### src/rtl/demux_1ton_fifo.sv
// 1-to-NUM_OUT stream demux: each output lane has its own first-word-fall-through FIFO
// with valid/ready backpressure. Routing is by selector or by hardware round-robin.
module demux_1ton_fifo #(
   parameter int DATA_WIDTH = 8,
   parameter int NUM_OUT    = 4,
   parameter int SEL_WIDTH  = 2,
   parameter int DEPTH      = 4
) (
   input  logic                          clk,
   input  logic                          reset,
   input  logic [DATA_WIDTH-1:0]         dataIn,
   input  logic                          validIn,
   output logic                          readyIn,
   input  logic [SEL_WIDTH-1:0]          selector,
   input  logic                          rrMode,
   output logic [NUM_OUT*DATA_WIDTH-1:0] dataOut,
   output logic [NUM_OUT-1:0]            validOut,
   input  logic [NUM_OUT-1:0]            readyOut,
   output logic                          errSel
);

   localparam int PTR_W = $clog2(DEPTH);
   localparam int CNT_W = PTR_W + 1;
   localparam logic [CNT_W-1:0]     FULL_CNT  = CNT_W'(DEPTH);
   localparam logic [SEL_WIDTH:0]   NUM_OUT_X = (SEL_WIDTH + 1)'(NUM_OUT);
   localparam logic [SEL_WIDTH-1:0] LAST_CH   = SEL_WIDTH'(NUM_OUT - 1);

   logic [SEL_WIDTH-1:0]  rr_ptr;
   logic [SEL_WIDTH-1:0]  target;
   logic                  target_ok;
   logic                  accept;
   logic [NUM_OUT-1:0]    target_hot;
   logic [NUM_OUT-1:0]    full;
   logic [NUM_OUT-1:0]    push;
   logic [NUM_OUT-1:0]    pop;
   logic [PTR_W-1:0]      wr_ptr [NUM_OUT];
   logic [PTR_W-1:0]      rd_ptr [NUM_OUT];
   logic [CNT_W-1:0]      count  [NUM_OUT];
   logic [DATA_WIDTH-1:0] mem    [NUM_OUT][DEPTH];

   // Full is taken from the registered count only, so a same-cycle pop never
   // opens the input path of a full lane.
   always_comb begin
      // NOTE: every output of this block gets a default first, so no path leaves a latch.
      dataOut    = '0;
      target_hot = '0;
      full       = '0;
      validOut   = '0;
      pop        = '0;
      target     = rrMode ? rr_ptr : selector;
      target_ok  = {1'b0, target} < NUM_OUT_X;
      for (int i = 0; i < NUM_OUT; i++) begin
         target_hot[i] = target_ok && (target == SEL_WIDTH'(i));
         full[i]       = (count[i] == FULL_CNT);
         validOut[i]   = (count[i] != '0);
         pop[i]        = validOut[i] && readyOut[i];
         if (validOut[i])
            dataOut[i*DATA_WIDTH +: DATA_WIDTH] = mem[i][rd_ptr[i]];
      end
      readyIn = !target_ok || ((target_hot & full) == '0);
      accept  = validIn && readyIn;
      push    = target_hot & {NUM_OUT{accept}};
   end

   // NOTE: sequential state uses non-blocking assignments so every register samples pre-edge values.
   always_ff @(posedge clk) begin
      if (reset) begin
         rr_ptr <= '0;
         errSel <= 1'b0;
         for (int i = 0; i < NUM_OUT; i++) begin
            wr_ptr[i] <= '0;
            rd_ptr[i] <= '0;
            count[i]  <= '0;
         end
      end else begin
         if (accept && !target_ok)
            errSel <= 1'b1;
         if (accept && rrMode)
            rr_ptr <= (rr_ptr == LAST_CH) ? '0 : rr_ptr + 1'b1;
         for (int i = 0; i < NUM_OUT; i++) begin
            if (push[i])
               wr_ptr[i] <= wr_ptr[i] + 1'b1;
            if (pop[i])
               rd_ptr[i] <= rd_ptr[i] + 1'b1;
            case ({push[i], pop[i]})
               2'b10:   count[i] <= count[i] + 1'b1;
               2'b01:   count[i] <= count[i] - 1'b1;
               default: count[i] <= count[i];
            endcase
         end
      end
   end

   // NOTE: the storage array has no reset; count gates validOut/dataOut so stale words never show.
   always_ff @(posedge clk) begin
      for (int i = 0; i < NUM_OUT; i++) begin
         if (push[i] && !reset)
            mem[i][wr_ptr[i]] <= dataIn;
      end
   end

endmodule

### config.mk
export PLATFORM = sky130hd
export DESIGN_NAME = demux_1ton_fifo
export DESIGN_NICKNAME = d
export VERILOG_FILES = /design/src/rtl/demux_1ton_fifo.sv
export SDC_FILE = /design/constraint.sdc
export NUM_CORES = 1
export LEC_CHECK = 0
export CAP_MARGIN = 20
export CORE_MARGIN = 2
export CORE_UTILIZATION = 38
export CTS_CLUSTER_SIZE = 20
export DETAILED_ROUTE_END_ITERATION = 10
export GPL_TIMING_DRIVEN = 0
export HOLD_SLACK_MARGIN = 0.05
export PLACE_DENSITY = 0.63
export SLEW_MARGIN = 20
export SYNTH_ARGS = -nofsm -noshare
export SYNTH_HDL_FRONTEND = slang
export SYNTH_SLANG_ARGS = --single-unit
### constraint.sdc
create_clock -name clk -period 2.8 [get_ports clk]
set_input_delay 0.56 -clock clk [delete_from_list [all_inputs] [get_ports clk]]
set_output_delay 0.56 -clock clk [all_outputs]
set_load 0.01 [all_outputs]
Word-level counts from Yosys, hierarchy flattened
Memories as Yosys holds them, arrays and structs flattened.
Index checks and enable logic that the tools add are counted.
Storage, ports and cells
  register bits after elaboration: 2
  RAM bits: 156
  bits of input ports: 18
  output and inout port bits: 38
  logic and storage cells: 233
  memories: 4
Operators by class
  add/subtract/negate cells: 17
  order comparisons: 12
  equal/unequal tests: 16
  muxes and demuxes: 125
  bitwise logic cells: 30
  reductions and logical operators: 28
Memories
  mem: words 4, bits a word 32, read ports 4, clocked after Yosys merged registers in 0, write ports 1, RTL line 39  | logic [DATA_WIDTH-1:0] mem [NUM_OUT][DEPTH];
  count: words 4, bits a word 3, read ports 4, clocked after Yosys merged registers in 0, write ports 4, RTL line 38  | logic [CNT_W-1:0] count [NUM_OUT];
  rd_ptr: words 4, bits a word 2, read ports 4, clocked after Yosys merged registers in 0, write ports 4, RTL line 37  | logic [PTR_W-1:0] rd_ptr [NUM_OUT];
  wr_ptr: words 4, bits a word 2, read ports 4, clocked after Yosys merged registers in 0, write ports 4, RTL line 36  | logic [PTR_W-1:0] wr_ptr [NUM_OUT];
Operators with widths (count)
  32-bit two-way mux: 10
  8-bit two-way mux: 16
  32-bit OR reduction: 3
  1-bit two-way mux: 66
  8-bit binary-select mux with 2-bit select: 4
  8-bit demux with 2-bit select: 4
  3-bit two-way mux: 12
  2-bit two-way mux: 13
  3-bit greater-or-equal comparator (second input constant): 8
  2-bit NOT with 3-bit output: 8
  1-bit OR: 20
  2-bit by 1-bit adder with 2-bit output (second input constant): 9
  2-bit == test (second input constant): 7
  1-bit logical AND: 14
  3-bit by 1-bit adder with 3-bit output (second input constant): 4
  3-bit == test (second input constant): 4
  3-bit by 1-bit < comparator with 1-bit output (second input constant): 4
  3-bit nonzero test: 4
  3-bit by 1-bit subtractor with 3-bit output (second input constant): 4
  2-bit by 1-bit == test with 1-bit output (second input constant): 5
  4-bit AND: 2
  2-bit OR reduction: 4
  4-bit zero test: 1
  2-bit zero test: 1
  1-bit zero test: 1

Logic depth before layout (Yosys ltp)
  depth after elaboration: 13
  gate-level depth with buffers: 11
  mapped depth without buffers: 10

Worst setup path before layout
Ideal clock, no wire load.
  kind: input port to flip-flop
  from: input rrMode
  to: memory count[2][2] (netlist name) (data pin)
  setup time: 0.266 ns
  arrival: 2.325 ns
  required time: 2.534 ns
  path slack: 0.209 ns
  stages: 10
  path buffers: 0
  cells stage by stage: mux2i_1 -> nor2b_1 -> nand3_1 -> ha_1 -> nand2b_1 -> fa_1 -> xor2_1 -> nor3_1 -> a21oi_1 -> nor2_1
RTL lines
  from (decl): RTL line 15  | input logic rrMode,
  to (decl): RTL line 38

Final worst setup path
  from: input selector[0]
  to: output readyIn
On the way
  longest elaborated chain between the ends: 4
  elaborated cells between the ends (all ways): 7
  those cells by class: eq/ne: 3; mux: 1; bitwise: 1; reduce/logical: 2
Ends and longest elaborated chain
  from (decl): RTL line 14  | input logic [SEL_WIDTH-1:0] selector,
  2-bit two-way mux *: RTL line 50  | target = rrMode ? rr_ptr : selector;
  2-bit by 1-bit == test with 1-bit output (tied with other cells): RTL line 53  | target_hot[i] = target_ok && (target == SEL_WIDTH'(i));
  4-bit AND *: RTL line 60  | readyIn = !target_ok || ((target_hot & full) == '0);
  4-bit zero test *: RTL line 60
  to (decl): RTL line 13  | output logic readyIn,
Every way passes the cells marked *; elsewhere a longest branch is shown, timed or not.

==> run metrics <==
Required @ worst endpoint 2.24 ns; Cells after DPL approximately 710; row count between 40 and 50; 1st-iter DRT viols ~260; Placer Congestion 0.736; die width 140 µm; post-synthesis register bit count 158; post-synthesis simple-gate area fraction 10.7%; CTS Hold Bufs 0; CTS buffer count 17; initial antenna violation count 0; HPWL after detailed placement between 9000 and 10,000 µm; IO Pins 56; Synth Area in XOR/XNOR less than 1%; WL/cell roughly 18 µm; Synth Area in Compound Gates under 10%; layout cells sized above 1 14.7%; Final Max Slew Viols 0; Peak VDD IR 0.000477 V; pin count of the biggest net entering global routing 17; Worst-path clk slew about 0.06 ns; Synthesized Nets approximately 470; GRT Total Usage between 10% and 20%; Core Area between 0.015 and 0.02 mm²; syn avg cell area between 15 and 20 µm²; startpoint types input port; final antenna-violating net count 0; global-route wire length before repair roughly 22,000 µm; number of synthesis warnings 0; WS Path Type in -> out; share of Yosys cell area claimed by the top area cell type 67.0%; Root Buffer clkbuf_16; HP Class reg -> reg; fin crit period between 2 and 3 ns; Clock Tree Buf Depth 2; clock sink count between 150 and 200; Crit. End Element primary output; max capacitance violation total 0; Max Fclk approximately 370 MHz; Synth area leaders edfxtp_1, mux4_2, ha_1, and2_1, nor3_1; Synth area leader edfxtp_1; final period utilization a little over nine tenths; # DRC 0; Synth Area in Adders roughly 6%; Lkg Pwr 2.94 nW; Slew @ Worst Pin 0.803 ns; largest family of logic cells by synthesized area multiplexers; endpoints failing hold 0; Fin Clk Skew between 0.007 and 0.008 ns; Die Y about 140 µm; RSZ-0062 raised after global routing true; overall power roughly 6 mW; worst-path fanout max 8; Setup violations, final 0; Detailed Routing Iterations Pass 1 4; die area 0.0195 mm²; pwr dens approximately 700 mW/mm²; worst path arrival time roughly 2.2 ns; H-Tree Depth 4; Ant. Diodes 0; status finished, final reports clean; total number of vias between 3,000 and 4,000; sequential share of the synthesized area approximately 68%; number of port buffers 54; Setup TNS 0 ns; Gate Count Post-Synth about 420; GRT overflow 0; final layout net count roughly 540; post-DR vias/cell 5.07; Clock Latency Late Sink 0.41 ns; relative slew slack around 46%; synthesis-to-finish area growth 20.7%; post-synthesis cell type count 32; initial core utilization about two fifths; mux cell area share after synthesis 11.2%; vias in the first global route between 4,000 and 5,000; CTS tree built; Total Wirelength between 10,000 and 15,000 µm; post-synthesis cell area about 0.007 mm²; Final Non-Filler Cells ~730
[placed cells by master (no fill, tap or decap), types with 4 or more instances in the layout]
cell type | netlist | layout
inv_1 | 26 | 26
ha_1 | 28 | 27
buf_4 | 1 | 7
a21oi_1 | 5 | 5
and2_1 | 45 | 45
clkinv_1 | 0 | 9
xnor2_1 | 4 | 4
nor2b_1 | 5 | 4
clkbuf_16 | 0 | 17
o21bai_1 | 4 | 4
edfxtp_1 | 156 | 156
mux4_2 | 33 | 33
nor2_1 | 15 | 14
and3_1 | 12 | 12
clkbuf_1 | 13 | 6
nor3_1 | 23 | 23
clkdlybuf4s50_1 | 0 | 52
nand2b_1 | 13 | 12
nand2_1 | 6 | 6
[final timing paths]
check / start / end / slack, ns / cells after the start
setup / recovery: selector[0] / readyIn / 0.09 / 8
hold / removal: rr_ptr[0] / rr_ptr[0] / 0.55 / 2
setup reg to reg: count[0][1] / count[0][2] / 0.17 / 10
hold reg to reg: rr_ptr[0] / rr_ptr[0] / 0.55 / 2
[where the power goes]
group / internal [mW] / total (mW) / switching [mW]
logic: 0.556 / 1.06 / 0.502
clock network: 1.37 / 2.20 / 0.837
registers: 2.71 / 2.79 / 0.0813
total: 4.63 / 6.05 / 1.42
[registers in the layout (all words and copies together), names as in the netlist]
signal and count:
rr_ptr 2, mem 128, wr_ptr 8, count 12
rd_ptr 8
[layer usage]
layer	routed length (µm)	vias to the layer above	part of all wire [%]	global-route usage, %
met3	598	15	4.4	3.79
met2	7040	84	52	24.8
li1	-	1723	-	-
met4	227	0	1.7	5.26
met5	0	-	0	0
met1	5710	1898	42	18.1
[synth_stat cells]
cell	count
a221oi_1	1
conb_1	1
or4_1	1
buf_4	1
nand2b_1	13
buf_2	4
clkbuf_1	13
or3_1	3
xor2_1	3
a21oi_1	5
xnor2_1	4
inv_1	26
nor3_1	23
nor3b_1	4
mux4_2	33
fa_1	3
nor4_1	1
mux2i_1	2
o21bai_1	4
nor2b_1	5
nand3_1	4
and2_1	45
dfxtp_1	2
nand2_1	6
and3_1	12
ha_1	28
o41ai_1	1
edfxtp_1	156
o21ai_0	2
mux2_2	2
a211oi_1	1
nor2_1	15
[layout make-up]
class / count / area (µm²)
plain buffers: 10 / 60.1
clock buffers: 18 / 429
clock inverters: 13 / 129
fillers: 1550 / 9580
inverters: 26 / 97.6
multi-input cells: 222 / 2150
flip-flops and latches: 158 / 4720
well taps: 229 / 287
repair buffers: 58 / 567
[repair_timing]
| item | 4_1_cts | 5_1_grt |
|---|---|---|
| resized for setup | 12 | 8 |
| setup buffers | 2 | 1 |
| setup endpoints to repair | 78 | 14 |
| pin swaps | 0 | 0 |
[kinds of logic after synthesis]
family                     Yosys count
AOI/OAI and AO/OA                   14
xor gates and xnor gates             7
adders and majority gates           31
buffers and inverters               44
DFF                                158
muxes                               37
other                                1
and+or+nand+nor                    132
[critical path: stages]
cell and delay [ns]:
clkdlybuf4s50_1 0.51, mux2i_4 0.09, buf_4 0.15, buf_4 0.13
nor2_4 0.17, nor3_1 0.09, nor2_1 0.16, dlygate4sd2_1 0.29
[per-stage QoR]
stage	area (µm²)	utilization (%)	hold WS, ns	setup WS, ns
floorplan	7000	-	0.478	0.209
global placement	7820	43.4	0.490	-0.728
detailed placement	7820	43.4	0.509	-0.843
CTS	8410	46.6	0.549	0.0235
global route	8440	46.8	0.570	-0.0368
finish	8440	46.8	0.548	0.0883
Power figures use the tool's default switching activity.
